$ cat config.mk
export PLATFORM = sky130hd
export DESIGN_NAME = trunc_error_sweeper
export DESIGN_NICKNAME = d
export VERILOG_FILES = /design/src/rtl/trunc_error_sweeper.sv
export SDC_FILE = /design/constraint.sdc
export NUM_CORES = 1
export LEC_CHECK = 0
export BUFFER_PORTS_ARGS = -buffer_cell sky130_fd_sc_hd__clkbuf_2
export CAP_MARGIN = 20
export CORE_MARGIN = 2
export CORE_UTILIZATION = 30
export CTS_CLUSTER_SIZE = 40
export DETAILED_ROUTE_END_ITERATION = 10
export GPL_ROUTABILITY_DRIVEN = 0
export SLEW_MARGIN = 20
export SYNTH_ARGS = -nofsm -noshare
export SYNTH_HDL_FRONTEND = slang
export SYNTH_SLANG_ARGS = --single-unit
$ cat constraint.sdc
create_clock -name clk -period 2.6 [get_ports clk]
set_clock_uncertainty 0.05 [all_clocks]
set_input_delay 0 -clock clk [delete_from_list [all_inputs] [get_ports clk]]
set_output_delay 0 -clock clk [all_outputs]
set_load 0.005 [all_outputs]
$ cat src/rtl/trunc_error_sweeper.sv
`default_nettype none
// ============================================================================
// Module      : trunc_error_sweeper
// Description : Exhaustive error sweeper for a partitioned sub-circuit and its
//               approximated variant. Drives every input vector in ascending
//               order and accumulates error metrics over the sampled
//               responses.
//
// Ports       : clk          - single clock, rising edge
//               rst          - synchronous reset, active-high
//               start        - one-cycle sweep request (ignored while busy)
//               pi_out       - input vector driven to both partitions
//               po_exact     - exact partition response
//               po_approx    - approximate partition response
//               busy         - high while sweeping or draining
//               done         - high from sweep completion until next start/rst
//               mismatch_cnt - vectors where po_exact != po_approx
//               bit_err_cnt  - saturating sum of popcount(po_exact ^ po_approx)
//               max_abs_err  - max |po_exact - po_approx| (unsigned operands)
//
// Revision    : 1.0 - initial release
// ============================================================================
module trunc_error_sweeper #(
    parameter int NUM_IN  = 7,
    parameter int NUM_OUT = 4,
    parameter int LAT     = 1,
    parameter int ACC_W   = 16
) (
    input  logic               clk,
    input  logic               rst,
    input  logic               start,
    output logic [NUM_IN-1:0]  pi_out,
    input  logic [NUM_OUT-1:0] po_exact,
    input  logic [NUM_OUT-1:0] po_approx,
    output logic               busy,
    output logic               done,
    output logic [NUM_IN:0]    mismatch_cnt,
    output logic [ACC_W-1:0]   bit_err_cnt,
    output logic [NUM_OUT-1:0] max_abs_err
);

    localparam logic [1:0] c_IDLE  = 2'd0;
    localparam logic [1:0] c_SWEEP = 2'd1;
    localparam logic [1:0] c_DRAIN = 2'd2;
    localparam logic [1:0] c_DONE  = 2'd3;

    localparam int c_PW = $clog2(NUM_OUT + 1);
    localparam logic [NUM_IN-1:0] c_LAST_VEC = {NUM_IN{1'b1}};
    // Drain counter only has to reach LAT-1; keep it at least one bit wide.
    localparam int c_DW = (LAT < 2) ? 1 : $clog2(LAT);
    localparam logic [c_DW-1:0] c_DRAIN_LAST = c_DW'((LAT > 0) ? LAT - 1 : 0);

    logic [1:0]         r_state;
    logic [NUM_IN-1:0]  r_cnt;
    logic [c_DW-1:0]    r_drain;
    logic               r_busy;
    logic               r_done;
    logic [NUM_IN:0]    r_mism;
    logic [ACC_W-1:0]   r_bits;
    logic [NUM_OUT-1:0] r_max;

    logic               w_drive;
    logic               w_sample;
    logic [NUM_OUT-1:0] w_diff_bits;
    logic [c_PW-1:0]    w_popcnt;
    logic [NUM_OUT-1:0] w_abs_err;
    logic [ACC_W:0]     w_bits_sum;
    logic [ACC_W-1:0]   w_bits_next;

    // A vector is driven in every SWEEP cycle; its tag marks when the
    // partition response for that vector is valid.
    assign w_drive = (r_state == c_SWEEP);

    generate
        if (LAT > 0) begin : g_tag_pipe
            logic [LAT-1:0] r_tag;
            logic [LAT:0]   w_tag_shift;

            assign w_tag_shift = {r_tag, w_drive};

            always_ff @(posedge clk) begin
                if (rst) begin
                    r_tag <= '0;
                end else begin
                    r_tag <= w_tag_shift[LAT-1:0];
                end
            end

            assign w_sample = r_tag[LAT-1];
        end else begin : g_no_tag_pipe
            assign w_sample = w_drive;
        end
    endgenerate

    // Per-vector error terms.
    assign w_diff_bits = po_exact ^ po_approx;

    always_comb begin
        w_popcnt = '0;
        for (int i = 0; i < NUM_OUT; i++) begin
            w_popcnt = w_popcnt + c_PW'(w_diff_bits[i]);
        end
    end

    // Ordering the operands first keeps the magnitude exact without needing
    // a sign bit: the result always fits in NUM_OUT bits.
    assign w_abs_err = (po_exact >= po_approx) ? (po_exact - po_approx)
                                               : (po_approx - po_exact);

    // One extra bit catches the carry out so the accumulator clamps
    // instead of wrapping.
    assign w_bits_sum  = {1'b0, r_bits} + (ACC_W + 1)'(w_popcnt);
    assign w_bits_next = w_bits_sum[ACC_W] ? {ACC_W{1'b1}} : w_bits_sum[ACC_W-1:0];

    always_ff @(posedge clk) begin
        if (rst) begin
            r_state <= c_IDLE;
            r_cnt   <= '0;
            r_drain <= '0;
            r_busy  <= 1'b0;
            r_done  <= 1'b0;
            r_mism  <= '0;
            r_bits  <= '0;
            r_max   <= '0;
        end else begin
            case (r_state)
                c_IDLE, c_DONE: begin
                    if (start) begin
                        r_state <= c_SWEEP;
                        r_cnt   <= '0;
                        r_drain <= '0;
                        r_busy  <= 1'b1;
                        r_done  <= 1'b0;
                        r_mism  <= '0;
                        r_bits  <= '0;
                        r_max   <= '0;
                    end
                end
                c_SWEEP: begin
                    // Counter parks on the last vector; it holds through DRAIN.
                    if (r_cnt == c_LAST_VEC) begin
                        r_drain <= '0;
                        if (LAT == 0) begin
                            r_state <= c_DONE;
                            r_busy  <= 1'b0;
                            r_done  <= 1'b1;
                        end else begin
                            r_state <= c_DRAIN;
                        end
                    end else begin
                        r_cnt <= r_cnt + 1'b1;
                    end
                end
                c_DRAIN: begin
                    // The last tag is sampled in the final DRAIN cycle.
                    if (r_drain == c_DRAIN_LAST) begin
                        r_state <= c_DONE;
                        r_busy  <= 1'b0;
                        r_done  <= 1'b1;
                    end else begin
                        r_drain <= r_drain + 1'b1;
                    end
                end
                default: begin
                    r_state <= c_IDLE;
                end
            endcase

            // Samples only occur in SWEEP/DRAIN, never alongside a start.
            if (w_sample) begin
                if (w_diff_bits != '0) begin
                    r_mism <= r_mism + 1'b1;
                end
                r_bits <= w_bits_next;
                if (w_abs_err > r_max) begin
                    r_max <= w_abs_err;
                end
            end
        end
    end

    assign pi_out       = r_cnt;
    assign busy         = r_busy;
    assign done         = r_done;
    assign mismatch_cnt = r_mism;
    assign bit_err_cnt  = r_bits;
    assign max_abs_err  = r_max;

endmodule
`default_nettype wire

==> reports/qor.yml <==
cells_and_area:
  stdcell_count: 467
  layout_common_cells: "47 x clkbuf_2, 39 x dfxtp_1, 32 x nor2_1"
  antennaDiodeCount: 0
  final_util: 0.3870
  nets: 398
  final_common_cell: "clkbuf_2"
  drive_gt1_frac: 0.2493
  syn_to_final_growth_pct: 23.85
worst_setup_path:
  timing.rr.end: "bit_err_cnt[0]"
  crit_path_max_fanout: 5
  critPathCaptureType: "flop"
  rr_worst_depth: 9
  r2r_start: "bit_err_cnt[0]"
  crit_required_ns: 2.75
  crit_type: "reg -> reg"
  cp_data_arrival_time_ns: 2.86
  cp-start-kind: "flop"
  r2r_slack_ns: -0.11
yosys:
  synth-seq-area-share: 0.3282
  synth_nets: 335
  synthArstFlopShare: 0
  synth.distinct_cells: 46
  synth_edf_count: 0
  synth-main-ff-cell: "dfxtp_1"
  ys_seq_elements: 40
  syn_avg_cell_area_um2: 8.079
  synthCells: 302
  syn-cell-area_mm2: 0.002440
  ys_warn_count: 0
power_and_ir_drop:
  design_power_total_w: 0.001898
  p_per_area_mw_per_mm2: 628.2
  p_leak_nw: 1.272
  ir_drop_v: 0.0004076
sta:
  worst_pin_slew_ns: 0.6034
  hold_viol: 0
  setup_ws_ns: -0.1146
  period_share: 1.044
  finalSetupViolations: 10
  max_slew_margin: 0.5977
  period_needed_ns: 2.715
  rsz0062_at_grt: "yes"
  max_freq_ghz: 0.3684
  finalMaxSlewViolations: 0
  hold_ws_ns: 0.06570
clocking:
  clockRootBuffer: "clkbuf_8"
  htreeDepth: 2
  insertion_delay_ns: 0.29
  cts_num_sinks: 40
  clk_path_buf_depth: 2
  clk_pin_slew_ns: 0.08
  cts_hold_buf: 0
  cts_buffers: 5
  cts_tree: "done"
drt:
  vias: 2402
  drc: 0
  dr.pass1.iters: 4
  antenna_left: 0
  via_per_inst: 5.143
  wl_mm: 6.216
  wire_per_inst_um: 13.31
  drt-initial-drc-count: 87
global_routing:
  antenna_found_initial: 0
  grt_pass1_wl_mm: 10.30
  overflow: 0
  grt_usage: 0.1417
  first_global_vias: 2228
  grt_max_degree: 27
floorplan:
  initial_core_util: 0.3125
  dieHeight_um: 94.18
  die_x_um: 94.18
  die-area_mm2: 0.008870
  row_count: 32
  coreArea_mm2: 0.007807
  io_pins: 48
job:
  maxCapViolCount: 0
placed_design:
  place.detailed.hpwl_mm: 4.614
  dp_cells: 459
  io_buffers: 47
hold_path:
  min_from: "start"
  min_path_cells: 4
  hold_path_end: "r_state[1]"
  holdCritPathClass: "in -> reg"
run_status:
  outcome: "complete, but fails checks"
  violations: "negative setup slack"
report_power, final:
part / total [W] / switching (W) / leakage, nW / internal, W
logic: 0.000779 / 0.000445 / 0.907 / 0.000333
registers: 0.000731 / 0.0000636 / 0.324 / 0.000668
clock network: 0.000388 / 0.000206 / 0.0410 / 0.000183
total: 0.00190 / 0.000715 / 1.27 / 0.00118
logic make-up (layout without fill, tap and decap cells):
group | count (synthesis) | after routing | synth area share
AOI/OAI and AO/OA | 95 | 95 | 0.2451
buffers and inverters | 31 | 94 | 0.04820
adders and majority gates | 22 | 22 | 0.1282
muxes | 3 | 3 | 0.01385
xor gates and xnor gates | 4 | 4 | 0.01436
and+or+nand+nor | 107 | 107 | 0.2221
DFF | 40 | 40 | 0.3282
cell type report:
| type | count | area, um2 |
|---|---|---|
| well taps | 102 | 127.6 |
| multi-input cells | 231 | 1558 |
| clock inverters | 1 | 5.005 |
| inverters | 21 | 78.83 |
| repair buffers | 66 | 377.9 |
| clock buffers | 6 | 72.57 |
| flip-flops and latches | 40 | 802.0 |
| fillers | 817 | 4786 |
cell usage after synthesis (4+ instances only):
library cell	n	area, um2
a21o_1	6	45.04
a21oi_1	30	150.1
a31oi_1	4	25.02
a32o_1	4	40.04
and2_1	4	25.02
and3_1	8	50.05
clkbuf_1	9	33.78
dfxtp_1	40	800.8
fa_1	5	100.1
ha_1	17	212.7
inv_1	21	78.83
nand2_1	18	67.56
nand3_1	11	55.05
nand3b_1	5	37.54
nand4_1	5	31.28
nor2_1	32	120.1
nor2b_1	6	37.54
nor3_1	7	35.03
o21ai_0	26	130.1
stage by stage:
stage,TNS (ns),area (um2),setup WS [ns]
after floorplan,-0.1340,2464,-0.08533
after global placement,-1.637,2923,-0.1695
after detailed placement,-2.182,2923,-0.2056
after CTS,-0.8994,3000,-0.1536
after global routing,-2.102,3022,-0.2257
final,-0.5825,3022,-0.1146
flip-flops by register name (all words and copies together) (netlist names):
register / cells
max_abs_err: 4
done: 1
pi_out: 7
busy: 1
r_state: 2
g_tag_pipe.r_tag: 1
bit_err_cnt: 16
mismatch_cnt: 8
worst max path at each step:
stage | slack, ns | start | to | cells after the start
3_5_place_dp | -0.21 | po_exact[2] | bit_err_cnt[0] | 11
2_1_floorplan | -0.09 | bit_err_cnt[0] | bit_err_cnt[0] | 9
5_1_grt | -0.23 | bit_err_cnt[0] | bit_err_cnt[0] | 9
6_report | -0.11 | bit_err_cnt[0] | bit_err_cnt[0] | 9
4_1_cts | -0.15 | bit_err_cnt[0] | bit_err_cnt[0] | 9
3_3_place_gp | -0.17 | po_exact[2] | bit_err_cnt[0] | 11
metal layers:
metal	global-route usage	part of all wire	wire (um)
met5	0	0	0
met4	0.04106	0.013	80
met2	0.2339	0.47	2932
met3	0.03371	0.047	290
met1	0.1834	0.47	2912
worst max-delay path: stages, from the launching register on:
cell	delay, ns
dfxtp_2	0.34
inv_2	0.04
fa_1	0.48
fa_2	0.36
inv_2	0.06
fa_2	0.21
nand3_2	0.09
or4_4	0.48
or2_4	0.28
a311oi_2	0.24
repair_timing:
item / in CTS / in global routing
setup endpoints to repair: 14 / 18
buffers inserted: 0 / 1
pin swaps: 9 / 7
gates cloned: 0 / 0
gates resized for setup: 4 / 4
(Power assumes the default switching activity.)
